--- src/rtl/aud_pkg.sv ---
// Shared types for the audio session sequencer: session states, key bundle and
// the key-priority resolver.
package aud_pkg;

  localparam int unsigned AUD_ADDR_W = 20;

  typedef enum logic [2:0] {
    S_IDLE       = 3'd0,
    S_REC        = 3'd1,
    S_REC_PAUSE  = 3'd2,
    S_PLAY       = 3'd3,
    S_PLAY_PAUSE = 3'd4
  } aud_sess_e;

  typedef struct packed {
    logic play;
    logic rec;
    logic pause;
    logic stop;
  } aud_keys_t;

  // Keeps only the highest-priority key (stop > pause > rec > play).
  function automatic aud_keys_t aud_key_prio(input aud_keys_t k);
    aud_keys_t r;
    r = '0;
    if (k.stop)       r.stop  = 1'b1;
    else if (k.pause) r.pause = 1'b1;
    else if (k.rec)   r.rec   = 1'b1;
    else if (k.play)  r.play  = 1'b1;
    return r;
  endfunction

endpackage

--- src/rtl/aud_sram_port_mux.sv ---
// Registered SRAM address / write-enable mux: the recorder owns the port while a
// recording session (active or paused) exists, the player otherwise.
module aud_sram_port_mux
  import aud_pkg::*;
#(
  parameter int unsigned ADDR_W = AUD_ADDR_W
) (
  input  logic              i_clk,
  input  logic              i_rst,
  input  aud_sess_e         i_state,
  input  logic [ADDR_W-1:0] i_rec_addr,
  input  logic              i_rec_wr,
  input  logic [ADDR_W-1:0] i_play_addr,
  output logic [ADDR_W-1:0] o_sram_addr,
  output logic              o_sram_we_n
);

  logic [ADDR_W-1:0] sram_addr_d, sram_addr_q;
  logic              sram_we_n_d, sram_we_n_q;

  always_comb begin
    sram_addr_d = i_play_addr;
    sram_we_n_d = 1'b1;
    if (i_state == S_REC || i_state == S_REC_PAUSE) begin
      sram_addr_d = i_rec_addr;
      sram_we_n_d = ~((i_state == S_REC) && i_rec_wr);
    end
  end

  always_ff @(posedge i_clk) begin
    if (i_rst) begin
      sram_addr_q <= '0;
      sram_we_n_q <= 1'b1;
    end else begin
      sram_addr_q <= sram_addr_d;
      sram_we_n_q <= sram_we_n_d;
    end
  end

  assign o_sram_addr = sram_addr_q;
  assign o_sram_we_n = sram_we_n_q;

endmodule

--- src/rtl/aud_session_ctrl.sv ---
// Session sequencer: turns key pulses into registered start/pause/stop pulses for
// the recorder and the DSP, tracks the recorded end address and detects end of file.
module aud_session_ctrl
  import aud_pkg::*;
#(
  parameter int unsigned             ADDR_W   = AUD_ADDR_W,
  parameter logic [ADDR_W-1:0]       MAX_ADDR = {ADDR_W{1'b1}}
) (
  input  logic              i_clk,
  input  logic              i_rst,
  input  logic              i_key_play,
  input  logic              i_key_rec,
  input  logic              i_key_pause,
  input  logic              i_key_stop,
  input  logic [ADDR_W-1:0] i_rec_addr,
  input  logic              i_rec_wr,
  input  logic [ADDR_W-1:0] i_play_addr,
  output logic              o_rec_start,
  output logic              o_rec_pause,
  output logic              o_rec_stop,
  output logic              o_dsp_start,
  output logic              o_dsp_pause,
  output logic              o_dsp_stop,
  output logic [ADDR_W-1:0] o_sram_addr,
  output logic              o_sram_we_n,
  output logic [ADDR_W-1:0] o_end_addr,
  output logic [2:0]        o_state
);

  aud_sess_e         state_d, state_q;
  logic [ADDR_W-1:0] end_addr_d, end_addr_q;
  logic              rec_start_d, rec_start_q;
  logic              rec_pause_d, rec_pause_q;
  logic              rec_stop_d, rec_stop_q;
  logic              dsp_start_d, dsp_start_q;
  logic              dsp_pause_d, dsp_pause_q;
  logic              dsp_stop_d, dsp_stop_q;
  aud_keys_t         key_raw, key;

  assign key_raw = '{play: i_key_play, rec: i_key_rec, pause: i_key_pause, stop: i_key_stop};
  assign key     = aud_key_prio(key_raw);

  always_comb begin
    state_d     = state_q;
    end_addr_d  = end_addr_q;
    rec_start_d = 1'b0;
    rec_pause_d = 1'b0;
    rec_stop_d  = 1'b0;
    dsp_start_d = 1'b0;
    dsp_pause_d = 1'b0;
    dsp_stop_d  = 1'b0;
    unique case (state_q)
      S_IDLE: begin
        if (key.rec) begin
          state_d     = S_REC;
          rec_start_d = 1'b1;
        end else if (key.play && end_addr_q != '0) begin
          state_d     = S_PLAY;
          dsp_start_d = 1'b1;
        end
      end
      S_REC: begin
        if (key.stop) begin
          state_d    = S_IDLE;
          rec_stop_d = 1'b1;
          end_addr_d = i_rec_addr;
        end else if (key.pause) begin
          state_d     = S_REC_PAUSE;
          rec_pause_d = 1'b1;
        end else if (i_rec_wr && i_rec_addr == MAX_ADDR) begin
          // Memory full: the write at MAX_ADDR still lands, then the session ends.
          state_d    = S_IDLE;
          rec_stop_d = 1'b1;
          end_addr_d = MAX_ADDR;
        end
      end
      S_REC_PAUSE: begin
        if (key.stop) begin
          state_d    = S_IDLE;
          rec_stop_d = 1'b1;
          end_addr_d = i_rec_addr;
        end else if (key.rec) begin
          state_d     = S_REC;
          rec_start_d = 1'b1;
        end
      end
      S_PLAY: begin
        if (key.stop) begin
          state_d    = S_IDLE;
          dsp_stop_d = 1'b1;
        end else if (key.pause) begin
          state_d     = S_PLAY_PAUSE;
          dsp_pause_d = 1'b1;
        end else if (i_play_addr >= end_addr_q) begin
          state_d    = S_IDLE;
          dsp_stop_d = 1'b1;
        end
      end
      S_PLAY_PAUSE: begin
        if (key.stop) begin
          state_d    = S_IDLE;
          dsp_stop_d = 1'b1;
        end else if (key.play) begin
          state_d     = S_PLAY;
          dsp_start_d = 1'b1;
        end
      end
      default: state_d = S_IDLE;
    endcase
  end

  always_ff @(posedge i_clk) begin
    if (i_rst) begin
      state_q     <= S_IDLE;
      end_addr_q  <= '0;
      rec_start_q <= 1'b0;
      rec_pause_q <= 1'b0;
      rec_stop_q  <= 1'b0;
      dsp_start_q <= 1'b0;
      dsp_pause_q <= 1'b0;
      dsp_stop_q  <= 1'b0;
    end else begin
      state_q     <= state_d;
      end_addr_q  <= end_addr_d;
      rec_start_q <= rec_start_d;
      rec_pause_q <= rec_pause_d;
      rec_stop_q  <= rec_stop_d;
      dsp_start_q <= dsp_start_d;
      dsp_pause_q <= dsp_pause_d;
      dsp_stop_q  <= dsp_stop_d;
    end
  end

  // Mux selects on the current state so the final auto-stop write still reaches SRAM.
  aud_sram_port_mux #(
    .ADDR_W (ADDR_W)
  ) u_sram_mux (
    .i_clk       (i_clk),
    .i_rst       (i_rst),
    .i_state     (state_q),
    .i_rec_addr  (i_rec_addr),
    .i_rec_wr    (i_rec_wr),
    .i_play_addr (i_play_addr),
    .o_sram_addr (o_sram_addr),
    .o_sram_we_n (o_sram_we_n)
  );

  assign o_rec_start = rec_start_q;
  assign o_rec_pause = rec_pause_q;
  assign o_rec_stop  = rec_stop_q;
  assign o_dsp_start = dsp_start_q;
  assign o_dsp_pause = dsp_pause_q;
  assign o_dsp_stop  = dsp_stop_q;
  assign o_end_addr  = end_addr_q;
  assign o_state     = state_q;

endmodule

--- config.mk ---
export PLATFORM = sky130hd
export DESIGN_NAME = aud_session_ctrl
export DESIGN_NICKNAME = d
export VERILOG_FILES = /design/src/rtl/aud_pkg.sv /design/src/rtl/aud_sram_port_mux.sv /design/src/rtl/aud_session_ctrl.sv
export SDC_FILE = /design/constraint.sdc
export NUM_CORES = 1
export LEC_CHECK = 0
export CORE_AREA = 2 2 66 99
export CTS_CLUSTER_DIAMETER = 150
export CTS_CLUSTER_SIZE = 25
export DETAILED_ROUTE_END_ITERATION = 12
export DIE_AREA = 0 0 68 101
export GPL_TIMING_DRIVEN = 0
export PLACE_DENSITY_LB_ADDON = 0.1
export SLEW_MARGIN = 20
export SYNTH_ARGS = -nofsm -noshare
export SYNTH_HDL_FRONTEND = slang
export SYNTH_SLANG_ARGS = --single-unit
--- constraint.sdc ---
create_clock -name i_clk -period 3.3 [get_ports i_clk]
set_clock_uncertainty 0.1 [all_clocks]
set_input_delay 0.66 -clock i_clk [delete_from_list [all_inputs] [get_ports i_clk]]
set_output_delay 0.66 -clock i_clk [all_outputs]
set_load 0.05 [all_outputs]
==> reports/qor.csv <==
metric,value,unit
status,finished clean,
Most used DFF post-synth,dfxtp_1,
CP startpoint kind,input port,
Syn Inst Count,306,
Post-Synth Simple-Gate Area,0.216,
GRT Util Overall,0.225,
fmax,0.334,GHz
pin count of the biggest net entering global routing,15,
Post-CTS Setup Bufs,0,
Num CTS Buffers,5,
hold path start,o_end_addr[13],
CP Class,input port to register,
combinational family with the most area after synthesis,simple AND/OR/NAND/NOR gates,
syn_nets,373,
setup TNS,0,ns
Final nets,475,
ANT nets after route,0,
RSZ-0062 raised after global routing,no,
Final Hold Violating Endpoints,0,
vias in the first global route,2412,
Yosys reg bits,50,
ant diodes,0,
syn_area_per_cell,8.41,um2
wire per inst,15.4,um
antenna violations before repair,0,
die width,68,um
xor and xnor area share after synthesis,0.00340,
Longest Clk Path Bufs,2,
Pwr Density,838,nW/um2
CP arrival,3.09,ns
fin crit share,0.908,
YS warnings,0,
worst r2r src,o_end_addr[0],
setup ws final,0.302,ns
CTS Root Cell,clkbuf_8,
most frequent cells in the layout,"clkdlybuf4s50_1 (95), nor2_1 (67), dfxtp_1 (50), inv_1 (25)",
CTS tree,done,
"commonest non-fill, non-tap cell in the layout",clkdlybuf4s50_1,
Remaining DRCs,0,
Crit. End Element,register,
post-detail-place hpwl,6070,um
Overflow after GRT,0,
Sink Count,50,
post-synth cell types,44,
via/cell ratio,5.29,
worst r2r path cells,7,
Max VDD drop,437,uV
Post-synth EDFFs,0,
clock transition at the registers of the reported paths,0.09,ns
H-tree depth,2,
leakage,0.00146,uW
die height,101,um
Period minus WS final,3.00,ns
gp weighted congestion,0.890,
placed insts,475,
synth-to-layout area growth,44.4,%
Post-Route WL,7440,um
worst hold path cell count,1,
Die ar.,6870,um2
1st-iter DRT viols,142,
first-pass GRT wire length,11600,um
Synth async-reset ratio,0,
initial core utilization,0.426,
mux cell area share after synthesis,0.0821,
critical-path maximum fanout,3,
PostCTS Resize Cnt,0,
worst min path class,register to register,
Slew @ Worst Pin,0.636,ns
Post-Synthesis Cell Area,2570,um2
Ports,97,
Finished Layout Cells,483,
Row Count,35,
Core Region,6040,um2
Synth Area in Adders,0.0972,
Max Slew Vio Count,0,
final setup vio count,0,
layout cells sized above 1,0.0440,
critical path data required time,3.39,ns
Pre-antenna DRT Iters,4,
max cap viols,0,
post-synthesis sequential area ratio,0.389,
hold bufs inserted after CTS,0,
vias,2556,
clock latency on the worst-skew pair,0.30,ns
critical path startpoint,i_play_addr[0],
post-synthesis compound-gate area fraction,0.145,
dpl ws,-0.148,ns
Slew headroom,0.565,
IO buf count,95,
[final timing paths]
| path | to | slack [ns] |
|---|---|---|
| worst max register to register | o_state[1] | 0.85 |
| worst min-delay path | o_end_addr[13] | 0.43 |
| worst min register to register | o_end_addr[13] | 0.43 |
| worst max-delay path | o_state[1] | 0.30 |
[area by class of cell]
| cell class | count | area, um2 |
|---|---|---|
| clock buffer | 7 | 86.3 |
| buffer | 15 | 80.1 |
| timing repair buffer | 95 | 951 |
| clock inverter | 1 | 5.00 |
| inverter | 25 | 93.8 |
| fill | 570 | 2330 |
| sequential | 50 | 1000 |
| tap | 74 | 92.6 |
| multi-input combinational | 216 | 1410 |
[worst max-delay path, stage by stage]
cell	delay (ns)
clkdlybuf4s50_1	0.49
inv_1	0.06
ha_1	0.27
nand2b_1	0.13
a2111oi_0	0.42
nor3_1	0.14
o311ai_2	0.43
a21bo_1	0.18
mux2_1	0.31
[cell usage after synthesis (2+ instances only)]
master	instances	area, um2
ha_1	20	250
nor2_1	67	251
a31oi_1	2	12.5
buf_6	2	22.5
nor2b_1	3	18.8
o21a_1	20	150
nand3_1	5	25.0
buf_2	4	20.0
nand2b_1	4	25.0
nor4_1	7	43.8
clkbuf_1	8	30.0
nand4_1	5	31.3
and4_1	2	17.5
o21ai_0	3	15.0
inv_1	25	93.8
a211oi_1	2	15.0
dfxtp_1	50	1000
a2111oi_0	2	17.5
mux2i_1	20	200
nor3_1	7	35.0
nand2_1	14	52.6
a21oi_1	12	60.1
[routing by layer]
metal,routed length (um),GRT usage
met2,4030,0.407
met1,2780,0.251
met3,373,0.0380
met4,257,0.0954
met5,0,0
[power breakdown]
part,total (uW),internal (uW),switching [uW]
clock network,366,170,196
logic,1860,699,1160
registers,889,765,125
total,3120,1630,1480
[logic make-up after synthesis]
kind of cell    after synthesis
mux                          21
compound gates               54
simple gates                120
xor+xnor                      1
fa+ha+maj                    20
flops                        50
buf+inv                      40
[per-stage QoR]
step	hold slack [ns]	power (uW)	cell area (um2)	util
floorplan	0.622	2160	2570	-
detailed placement	0.406	2760	3620	0.599
global route	0.457	3300	3720	0.615
finish	0.432	3120	3720	0.615
CTS	0.428	3130	3710	0.614
global placement	0.399	2740	3620	0.599
Power figures use the tool's default switching activity.
